### src/rtl/pin_entry_pkg.sv
// Shared types and constants for the keypad PIN entry front end.
// The display/PIN packet is six BCD digits with index 0 as the rightmost digit.
package pin_entry_pkg;

  localparam int NUM_DIGITS = 6;

  typedef logic [NUM_DIGITS-1:0][3:0] bcdPac_t;

  localparam logic [3:0] KEY_CLEAR = 4'hA;
  localparam logic [3:0] KEY_ENTER = 4'hB;
  localparam logic [3:0] BCD_DASH  = 4'hA;
  localparam logic [3:0] BCD_BLANK = 4'hB;

  localparam bcdPac_t BCD_ALL_BLANK = {NUM_DIGITS{BCD_BLANK}};

  typedef enum logic [1:0] {
    IDLE,
    ENTRY,
    PENDING
  } entry_state_t;

  // Digits at or above the entered count are blank; the rest are shown or dashed.
  function automatic bcdPac_t format_packet(input bcdPac_t digits,
                                            input logic [2:0] count,
                                            input logic mask);
    bcdPac_t pkt;
    for (int i = 0; i < NUM_DIGITS; i++) begin
      if (3'(i) < count) begin
        pkt[i] = mask ? BCD_DASH : digits[i];
      end else begin
        pkt[i] = BCD_BLANK;
      end
    end
    return pkt;
  endfunction

endpackage

### src/rtl/pin_entry_timeout_timer.sv
// Inactivity timer: counts while run is high and flags expiry once it has
// reached TIMEOUT_CYCLES-1; it saturates there until cleared.
module entry_timeout_timer #(
  parameter int TIMEOUT_CYCLES = 5000
) (
  input  logic clk,
  input  logic rst,
  input  logic run,
  input  logic clear,
  output logic expired
);

  localparam int CW = $clog2(TIMEOUT_CYCLES);
  localparam logic [CW-1:0] LAST = CW'(TIMEOUT_CYCLES - 1);

  logic [CW-1:0] r_cnt;

  always_ff @(posedge clk or posedge rst) begin
    if (rst) begin
      r_cnt <= '0;
    end else if (clear) begin
      r_cnt <= '0;
    end else if (run && (r_cnt != LAST)) begin
      r_cnt <= r_cnt + CW'(1);
    end
  end

  // Held while saturated so an expiry masked by a key press is retried next cycle.
  assign expired = run && (r_cnt == LAST);

endmodule

### src/rtl/pin_entry.sv
// Keypad PIN entry: collects up to six digits, drives the operational display
// packet with an update strobe, and hands completed PINs over a valid/ack pair.
module pin_entry
  import pin_entry_pkg::*;
#(
  parameter int TIMEOUT_CYCLES = 5000,
  parameter int MIN_DIGITS     = 4
) (
  input  logic       clk,
  input  logic       rst,
  input  logic       enable_entry,
  input  logic       key_valid,
  input  logic [3:0] key_code,
  input  logic       mask_digits,
  output bcdPac_t    bcd_packet_operacional,
  output logic       enable_o,
  output logic       pin_valid,
  input  logic       pin_ack,
  output bcdPac_t    pin_value,
  output logic [2:0] pin_len,
  output logic       timeout_o
);

  entry_state_t r_state;
  entry_state_t w_state_next;
  bcdPac_t      r_buf;
  bcdPac_t      w_buf_next;
  bcdPac_t      w_shifted;
  logic [2:0]   r_count;
  logic [2:0]   w_count_next;
  logic         r_mask_q;
  bcdPac_t      r_packet;
  logic         r_enable;
  logic         r_pin_valid;
  logic         w_pin_valid_next;
  bcdPac_t      r_pin_value;
  logic [2:0]   r_pin_len;
  logic         r_timeout;

  logic w_pulse;
  logic w_timeout;
  logic w_capture;
  logic w_timer_clr;
  logic w_timer_run;
  logic w_expired;
  logic w_is_digit;
  logic w_mask_edge;

  assign w_is_digit  = (key_code <= 4'd9);
  assign w_mask_edge = (mask_digits != r_mask_q);

  // New digit enters at the right; everything else moves one place left.
  genvar gi;
  generate
    for (gi = 1; gi < NUM_DIGITS; gi++) begin : g_shift
      assign w_shifted[gi] = r_buf[gi-1];
    end
  endgenerate
  assign w_shifted[0] = key_code;

  assign w_timer_run = (r_state == ENTRY) && (r_count != 3'd0);

  entry_timeout_timer #(
    .TIMEOUT_CYCLES(TIMEOUT_CYCLES)
  ) u_timer (
    .clk    (clk),
    .rst    (rst),
    .run    (w_timer_run),
    .clear  (!w_timer_run || w_timer_clr),
    .expired(w_expired)
  );

  always_comb begin
    w_state_next     = r_state;
    w_buf_next       = r_buf;
    w_count_next     = r_count;
    w_pin_valid_next = r_pin_valid;
    w_pulse          = 1'b0;
    w_timeout        = 1'b0;
    w_capture        = 1'b0;
    w_timer_clr      = 1'b0;
    unique case (r_state)
      IDLE: begin
        if (enable_entry) begin
          w_state_next = ENTRY;
          w_buf_next   = BCD_ALL_BLANK;
          w_count_next = 3'd0;
          w_pulse      = 1'b1;
        end
      end
      ENTRY: begin
        if (!enable_entry) begin
          w_state_next = IDLE;
          w_buf_next   = BCD_ALL_BLANK;
          w_count_next = 3'd0;
          w_pulse      = 1'b1;
        end else if (key_valid) begin
          // Any key in the expiry cycle suppresses the timeout, even an ignored one.
          if (w_is_digit) begin
            if (r_count < 3'(NUM_DIGITS)) begin
              w_buf_next   = w_shifted;
              w_count_next = r_count + 3'd1;
              w_timer_clr  = 1'b1;
              w_pulse      = 1'b1;
            end
          end else if (key_code == KEY_CLEAR) begin
            w_buf_next   = BCD_ALL_BLANK;
            w_count_next = 3'd0;
            w_timer_clr  = 1'b1;
            w_pulse      = 1'b1;
          end else if ((key_code == KEY_ENTER) && (r_count >= 3'(MIN_DIGITS))) begin
            w_capture        = 1'b1;
            w_pin_valid_next = 1'b1;
            w_buf_next       = BCD_ALL_BLANK;
            w_count_next     = 3'd0;
            w_timer_clr      = 1'b1;
            w_pulse          = 1'b1;
            w_state_next     = PENDING;
          end
        end else if (w_expired) begin
          w_buf_next   = BCD_ALL_BLANK;
          w_count_next = 3'd0;
          w_timer_clr  = 1'b1;
          w_timeout    = 1'b1;
          w_pulse      = 1'b1;
        end
        if (enable_entry && (r_count != 3'd0) && w_mask_edge) begin
          w_pulse = 1'b1;
        end
      end
      PENDING: begin
        if (r_pin_valid && pin_ack) begin
          w_pin_valid_next = 1'b0;
          w_state_next     = enable_entry ? ENTRY : IDLE;
        end
      end
      default: begin
        w_state_next = IDLE;
      end
    endcase
  end

  always_ff @(posedge clk or posedge rst) begin
    if (rst) begin
      r_state     <= IDLE;
      r_buf       <= BCD_ALL_BLANK;
      r_count     <= 3'd0;
      r_mask_q    <= 1'b0;
      r_packet    <= BCD_ALL_BLANK;
      r_enable    <= 1'b0;
      r_pin_valid <= 1'b0;
      r_pin_value <= BCD_ALL_BLANK;
      r_pin_len   <= 3'd0;
      r_timeout   <= 1'b0;
    end else begin
      r_state     <= w_state_next;
      r_buf       <= w_buf_next;
      r_count     <= w_count_next;
      r_mask_q    <= mask_digits;
      r_enable    <= w_pulse;
      r_pin_valid <= w_pin_valid_next;
      r_timeout   <= w_timeout;
      if (w_pulse) begin
        r_packet <= format_packet(w_buf_next, w_count_next, mask_digits);
      end
      if (w_capture) begin
        r_pin_value <= r_buf;
        r_pin_len   <= r_count;
      end
    end
  end

  assign bcd_packet_operacional = r_packet;
  assign enable_o               = r_enable;
  assign pin_valid              = r_pin_valid;
  assign pin_value              = r_pin_value;
  assign pin_len                = r_pin_len;
  assign timeout_o              = r_timeout;

endmodule

### config.mk
export PLATFORM = sky130hd
export DESIGN_NAME = pin_entry
export DESIGN_NICKNAME = d
export VERILOG_FILES = /design/src/rtl/pin_entry_pkg.sv /design/src/rtl/pin_entry_timeout_timer.sv /design/src/rtl/pin_entry.sv
export SDC_FILE = /design/constraint.sdc
export NUM_CORES = 1
export LEC_CHECK = 0
export BUFFER_PORTS_ARGS = -buffer_cell sky130_fd_sc_hd__buf_2
export CORE_MARGIN = 1
export CORE_UTILIZATION = 49
export CTS_BUF_LIST = sky130_fd_sc_hd__clkbuf_4 sky130_fd_sc_hd__clkbuf_8
export CTS_CLUSTER_SIZE = 8
export DETAILED_ROUTE_END_ITERATION = 12
export PLACE_DENSITY = 0.77
export SLEW_MARGIN = 10
export SYNTH_ARGS = -nofsm -noshare
export SYNTH_HDL_FRONTEND = slang
export SYNTH_SLANG_ARGS = --single-unit
### constraint.sdc
create_clock -name clk -period 6.3 [get_ports clk]
set_input_delay 1.26 -clock clk [delete_from_list [all_inputs] [get_ports clk]]
set_output_delay 1.26 -clock clk [all_outputs]
set_load 0.01 [all_outputs]
-- Word level (Yosys, flattened, before mapping)
Cells that the tools add are included.
- register bits: 97
- input port bits: 10
- word-level logic and storage cells: 138
- add/sub/neg operators: 2
- order comparisons: 9
- equality and inequality tests: 18
- multiplexer cells: 68
- reductions and logical operators: 15
- operator list (cell ; count):
    two-way mux 24 bit ; 8
    two-way mux 4 bit ; 12
    case mux 24 bit (2 select lines) ; 1
    two-way mux 1 bit ; 26
    two-way mux 13 bit ; 2
    two-way mux 3 bit ; 8
    two-way mux 2 bit ; 7
    adder 13 x 1 -> 13 bit, second input constant ; 1
    == test 13 bit, second input constant ; 1
    inequality test 13 bit, second input constant ; 1
    inequality test 2 bit, second input constant ; 6
    inequality test 3 bit, second input constant ; 3
    == test 4 bit, second input constant ; 2
    logical AND 1 bit ; 7
    AND reduction 7 bit ; 1
    < comparator 1 x 3 -> 1 bit, first input constant ; 2
    < comparator 2 x 3 -> 1 bit, first input constant ; 2
    < comparator 3 bit, first input constant ; 2
    case mux 2 bit (3 select lines) ; 1
    case mux 3 bit (2 select lines) ; 1
    AND reduction 6 bit ; 1
    <= comparator 4 bit, second input constant ; 1
    case mux 1 bit (2 select lines) ; 2
    nonzero test 2 bit ; 2
    other kinds (12) ; 12

-- Logic depth before layout (Yosys ltp)
- depth in word-level cells: 10
- mapped depth: 11

-- Hierarchy
From an unflattened synthesis, not the netlist that was laid out.
- cells, all modules: 371
- area, all modules: 4354.2 um^2
- by module, submodules not included (module ; times used ; cells an instance ; area an instance (um^2)):
    pin_entry ; 1 ; 287 ; 3573.4
    entry_timeout_timer ; 1 ; 84 ; 780.7

-- Worst setup path after synthesis
OpenSTA, ideal clock, no wires.
- path type: input to register
- start: input port mask_digits
- end: register r_packet, in the netlist bcd_packet_operacional[22]
- library setup time: 0.120 ns
- data arrival time: 2.726 ns
- data required time: 6.180 ns
- setup slack: 3.455 ns
- cell stages on the path: 7
- path buffers: 2
- path through: clkbuf_1 -> xor2_1 -> and2_1 -> o41ai_2 -> inv_2 -> buf_2 -> a31o_1
- longest elaborated chain between the ends: 4
- elaborated cells between the ends (all ways): 6
- classes of those cells: eq/ne: 1; mux: 4; reduce/logical: 1
- ends and longest elaborated chain (item ; line ; RTL):
    start: declaration ; pin_entry.sv:14 ; input logic mask_digits,
    inequality test 1 bit ; pin_entry.sv:50 ; assign w_mask_edge = (mask_digits != r_mask_q);
    logical AND 1 bit ; pin_entry.sv:127 ; if (enable_entry && (r_count != 3'd0) && w_mask_edge) begin
    two-way mux 1 bit ; pin_entry.sv:127 ;
    case mux 1 bit (2 select lines) ; pin_entry.sv:82 ; unique case (r_state)
    end signal: assignment ; pin_entry.sv:164 ; r_packet <= format_packet(w_buf_next, w_count_next, mask_digits);
    end: declaration ; pin_entry.sv:32 ; bcdPac_t r_packet;
Several ways; a longest one is shown, not always the timed one.
A chain may end at the register's enable or synchronous reset.

-- Worst setup path after layout
- start: input port key_code[1]
- end: register r_packet, in the netlist bcd_packet_operacional[18]
- longest elaborated chain between the ends: 10
- elaborated cells between the ends (all ways): 26
- classes of those cells: order compare: 2; eq/ne: 2; mux: 21; reduce/logical: 1
- ends and longest elaborated chain (item ; line ; RTL):
    start: declaration ; pin_entry.sv:13 ; input logic [3:0] key_code,
    == test 4 bit ; pin_entry.sv:111 ; end else if ((key_code == KEY_ENTER) && (r_count >= 3'(MIN_DIGITS))) begin
    logical AND 1 bit ; pin_entry.sv:111 ;
    two-way mux 3 bit or two-way mux 24 bit (tied branches) ; pin_entry.sv:111 ;
    two-way mux 3 bit or two-way mux 24 bit (tied branches) ; pin_entry.sv:106 ; end else if (key_code == KEY_CLEAR) begin
    two-way mux 3 bit or two-way mux 24 bit (tied branches) ; pin_entry.sv:99 ; if (w_is_digit) begin
    two-way mux 3 bit or two-way mux 24 bit (tied branches) ; pin_entry.sv:97 ; end else if (key_valid) begin
    two-way mux 3 bit or two-way mux 24 bit (tied branches) ; pin_entry.sv:92 ; if (!enable_entry) begin
    case mux 3 bit (2 select lines) or case mux 24 bit (2 select lines) (tied branches) ; pin_entry.sv:82 ;
    < comparator 3 bit or two-way mux 4 bit (tied branches) ; pin_entry_pkg.sv:28, pin_entry_pkg.sv:29 ;
    two-way mux 4 bit ; pin_entry_pkg.sv:28 ; if (3'(i) < count) begin
Several ways; a longest one is shown, not always the timed one.

==> results.toml <==
[status]
status = "completed"

[global_route]
gr-usage-all-layers_pct = 23.49
grt_pass1_wl_microns = 17920
antenna_found_initial = 0
grt_overflow = 0
grt_pass1_vias = 3543
grt_start_max_net_pins = 71

[detailed_routing]
maxUsedRoutingLayer = "met4"
viasPerCell = 5.865
wl_met3_microns = 548
wirelength_microns = 11110
avgRoutedWirePerCell_microns = 18.01
drtIter0Drc = 261
met2_length_microns = 5253
vias = 3619
first_pass_iters = 5
drc = 0
postRouteAntennaNets = 0
met1_length_microns = 4893

[logic_synthesis]
synth_top_cell_area_share_pct = 30.39
yosysSeqAreaShare_pct = 53.44
async_reset_ff_share_pct = 100.0
syn_inst = 425
synth_largest_area_cell = "dfstp_2"
synth-edff-count = 0
synth_area_leaders = "dfstp_2, dfrtp_1, mux2_2, nor2_1, o22a_1"
yosys_warnings = 0
synth_seq_cells = 97
syn_nets = 438
post_synth.cell_area_avg_sq_um = 10.98
syn_area_sq_um = 4668
synthFlopType = "dfstp_2"
synth_cell_types = 66

[place]
numPortBuffers = 63
dp_cells = 601
place_congestion = 0.8736
dp_hpwl_microns = 7881

[clock_network]
root_buffer = "clkbuf_8"
cts_tree = "yes"
clock_latency_ns = 0.37
cts_setup_buffers = 0
clk_path_buf_depth = 2
clock_sinks = 97
numCtsBuffers = 9
cts_max_level = 3
cts_hold_buf = 0
cts_resized = 0
clk_pin_slew_ns = 0.09

[die]
design.core.area_sq_um = 9240
io_pins = 64
die-area_sq_um = 9921
row_count = 35
dieHeight_microns = 99.61
start_util_pct = 50.52
die_x_microns = 99.61

[finish]
layout_common_cells = "buf_2, dfstp_2, nor2_1"
final_common_cell = "buf_2"
final_cell_count_no_fill = 617
antenna_cells = 0
nets = 496
drive_above_1_share_pct = 37.30
area_growth_syn_to_layout_pct = 14.10

[sta]
finalHoldWorstSlack_ns = 0.4783
period_needed_ns = 3.414
setup-tns-final_ns = 0
tightestPinTransition_ns = 1.244
slew_viol_final = 0
rsz0062_at_grt = "false"
relSlewSlack_pct = 16.59
setup_viol = 0
max_freq_mhz = 292.9
post-route-period-util_pct = 54.19
finClkSkew_ns = 0.01438
hold_viol = 0

[run]
cap_violations = 0

[setup_path]
crit_path_max_incr_delay_ns = 0.66
critical_path_class = "in -> reg"
arrival_ns = 3.72
cp_slowest_cell = "nand3_1"
start_kind = "input pin"
critPathRequiredTime_ns = 6.61
crit_fanout = 16
crit_chain = "buf_2, o21ai_1, nand3_1, o22ai_1, nor2_1, nor4_1, a31o_1"
worstSetupEndpointType = "flop"

[power]
power_density_nw_per_um2 = 227.7
ir_drop_v = 0.0001547
leakage_nw = 2.200

[min_path]
min_path_type = "reg -> reg"
final cells by class:
cell class / instances / area (sq um)
Timing Repair Buffer: 66 / 337.8
Fill cell: 783 / 3914
Tap cell: 129 / 161.4
Inverter: 26 / 98.84
Clock buffer: 12 / 146.4
Sequential cell: 97 / 2495
Multi-Input combinational cell: 283 / 1986
Clock inverter: 4 / 101.3
sequential cells by signal, summed over array words and instances (netlist names):
register                cells
pin_len                     3
r_state                     2
pin_valid                   1
pin_value                  24
enable_o                    1
r_buf                      24
timeout_o                   1
r_count                     3
r_mask_q                    1
u_timer.r_cnt              13
bcd_packet_operacional     24
where the power goes:
| part | switching, W | total [W] | leakage (nW) | internal [W] |
|---|---|---|---|---|
| Clock | 0.000213 | 0.000493 | 0.127 | 0.000280 |
| Combinational | 0.0000615 | 0.0000837 | 0.916 | 0.0000223 |
| Sequential | 0.00000587 | 0.000636 | 1.16 | 0.000630 |
| Total | 0.000280 | 0.00121 | 2.20 | 0.000932 |
worst max-delay path, delay by kind of cell:
family | cells | cell delay (ns)
buffers and inverters | 1 | 0.14
AO/OA/AOI/OAI | 3 | 1.12
AND/OR/NAND/NOR | 3 | 1.20
synth_stat cells, drive strengths merged (2+ instances only):
cell / instances
nor3: 10
a21o: 2
ha: 3
or3: 2
nand2b: 8
mux2: 27
inv: 26
o21ai: 19
xnor2: 9
nand3: 13
o32ai: 3
dfrtp: 43
or2: 2
nor2: 46
o41a: 2
and4b: 3
o21a: 9
and3: 3
o22a: 14
clkbuf: 9
a21oi: 16
nand2: 10
or4: 2
o221ai: 6
a31oi: 14
a211oi: 2
nand4: 2
nor2b: 3
o32a: 2
a22o: 2
xor2: 3
o22ai: 5
dfstp: 54
and2: 6
buf: 10
a22oi: 4
a31o: 7
nor4: 6
kinds of logic (layout without fill, tap and decap cells):
kind of cell,count (synthesis),in the layout,synth area share [%]
mux,28,28,6.727
xor+xnor,12,12,2.252
compound gates,118,118,18.68
buf+inv,45,108,4.127
fa+ha+maj,3,3,0.8042
flops,97,97,53.44
simple gates,122,122,13.96
routing by layer:
layer / global-route usage, % / vias to the layer above
li1: - / 1669
met1: 30.82 / 1799
met2: 37.50 / 119
met3: 3.092 / 32
met4: 13.80 / 0
met5: 0 / -
path summary, 6_finish.rpt:
| check | from | to | slack [ns] | cells after the start |
|---|---|---|---|---|
| max in group asynchronous | rst | r_state[0]$_DFFE_PP0P_ | 4.20 | 3 |
| max | key_code[1] | bcd_packet_operacional[18]$_DFFE_PP0P_ | 2.89 | 7 |
| min in group asynchronous | rst | pin_value[6]$_DFFE_PP0P_ | 0.88 | 2 |
| min | pin_len[2]$_DFFE_PP0P_ | pin_len[2]$_DFFE_PP0P_ | 0.48 | 1 |
| min reg2reg | pin_len[2]$_DFFE_PP0P_ | pin_len[2]$_DFFE_PP0P_ | 0.48 | 1 |
| max reg2reg | r_count[1]$_DFF_PP0_ | bcd_packet_operacional[10]$_DFFE_PP0P_ | 3.33 | 8 |
stage by stage:
stage	power [W]	setup WS [ns]	area, sq um	utilization [%]
3_5_place_dp	0.0007295	2.639	5079	54.96
6_report	0.001213	2.886	5326	57.64
5_1_grt	0.001248	2.712	5326	57.64
4_1_cts	0.001218	3.023	5326	57.64
3_3_place_gp	0.0007279	2.759	5079	54.96
2_1_floorplan	0.0007048	2.596	4668	-
No activity file was read; power rests on OpenSTA's default activity.
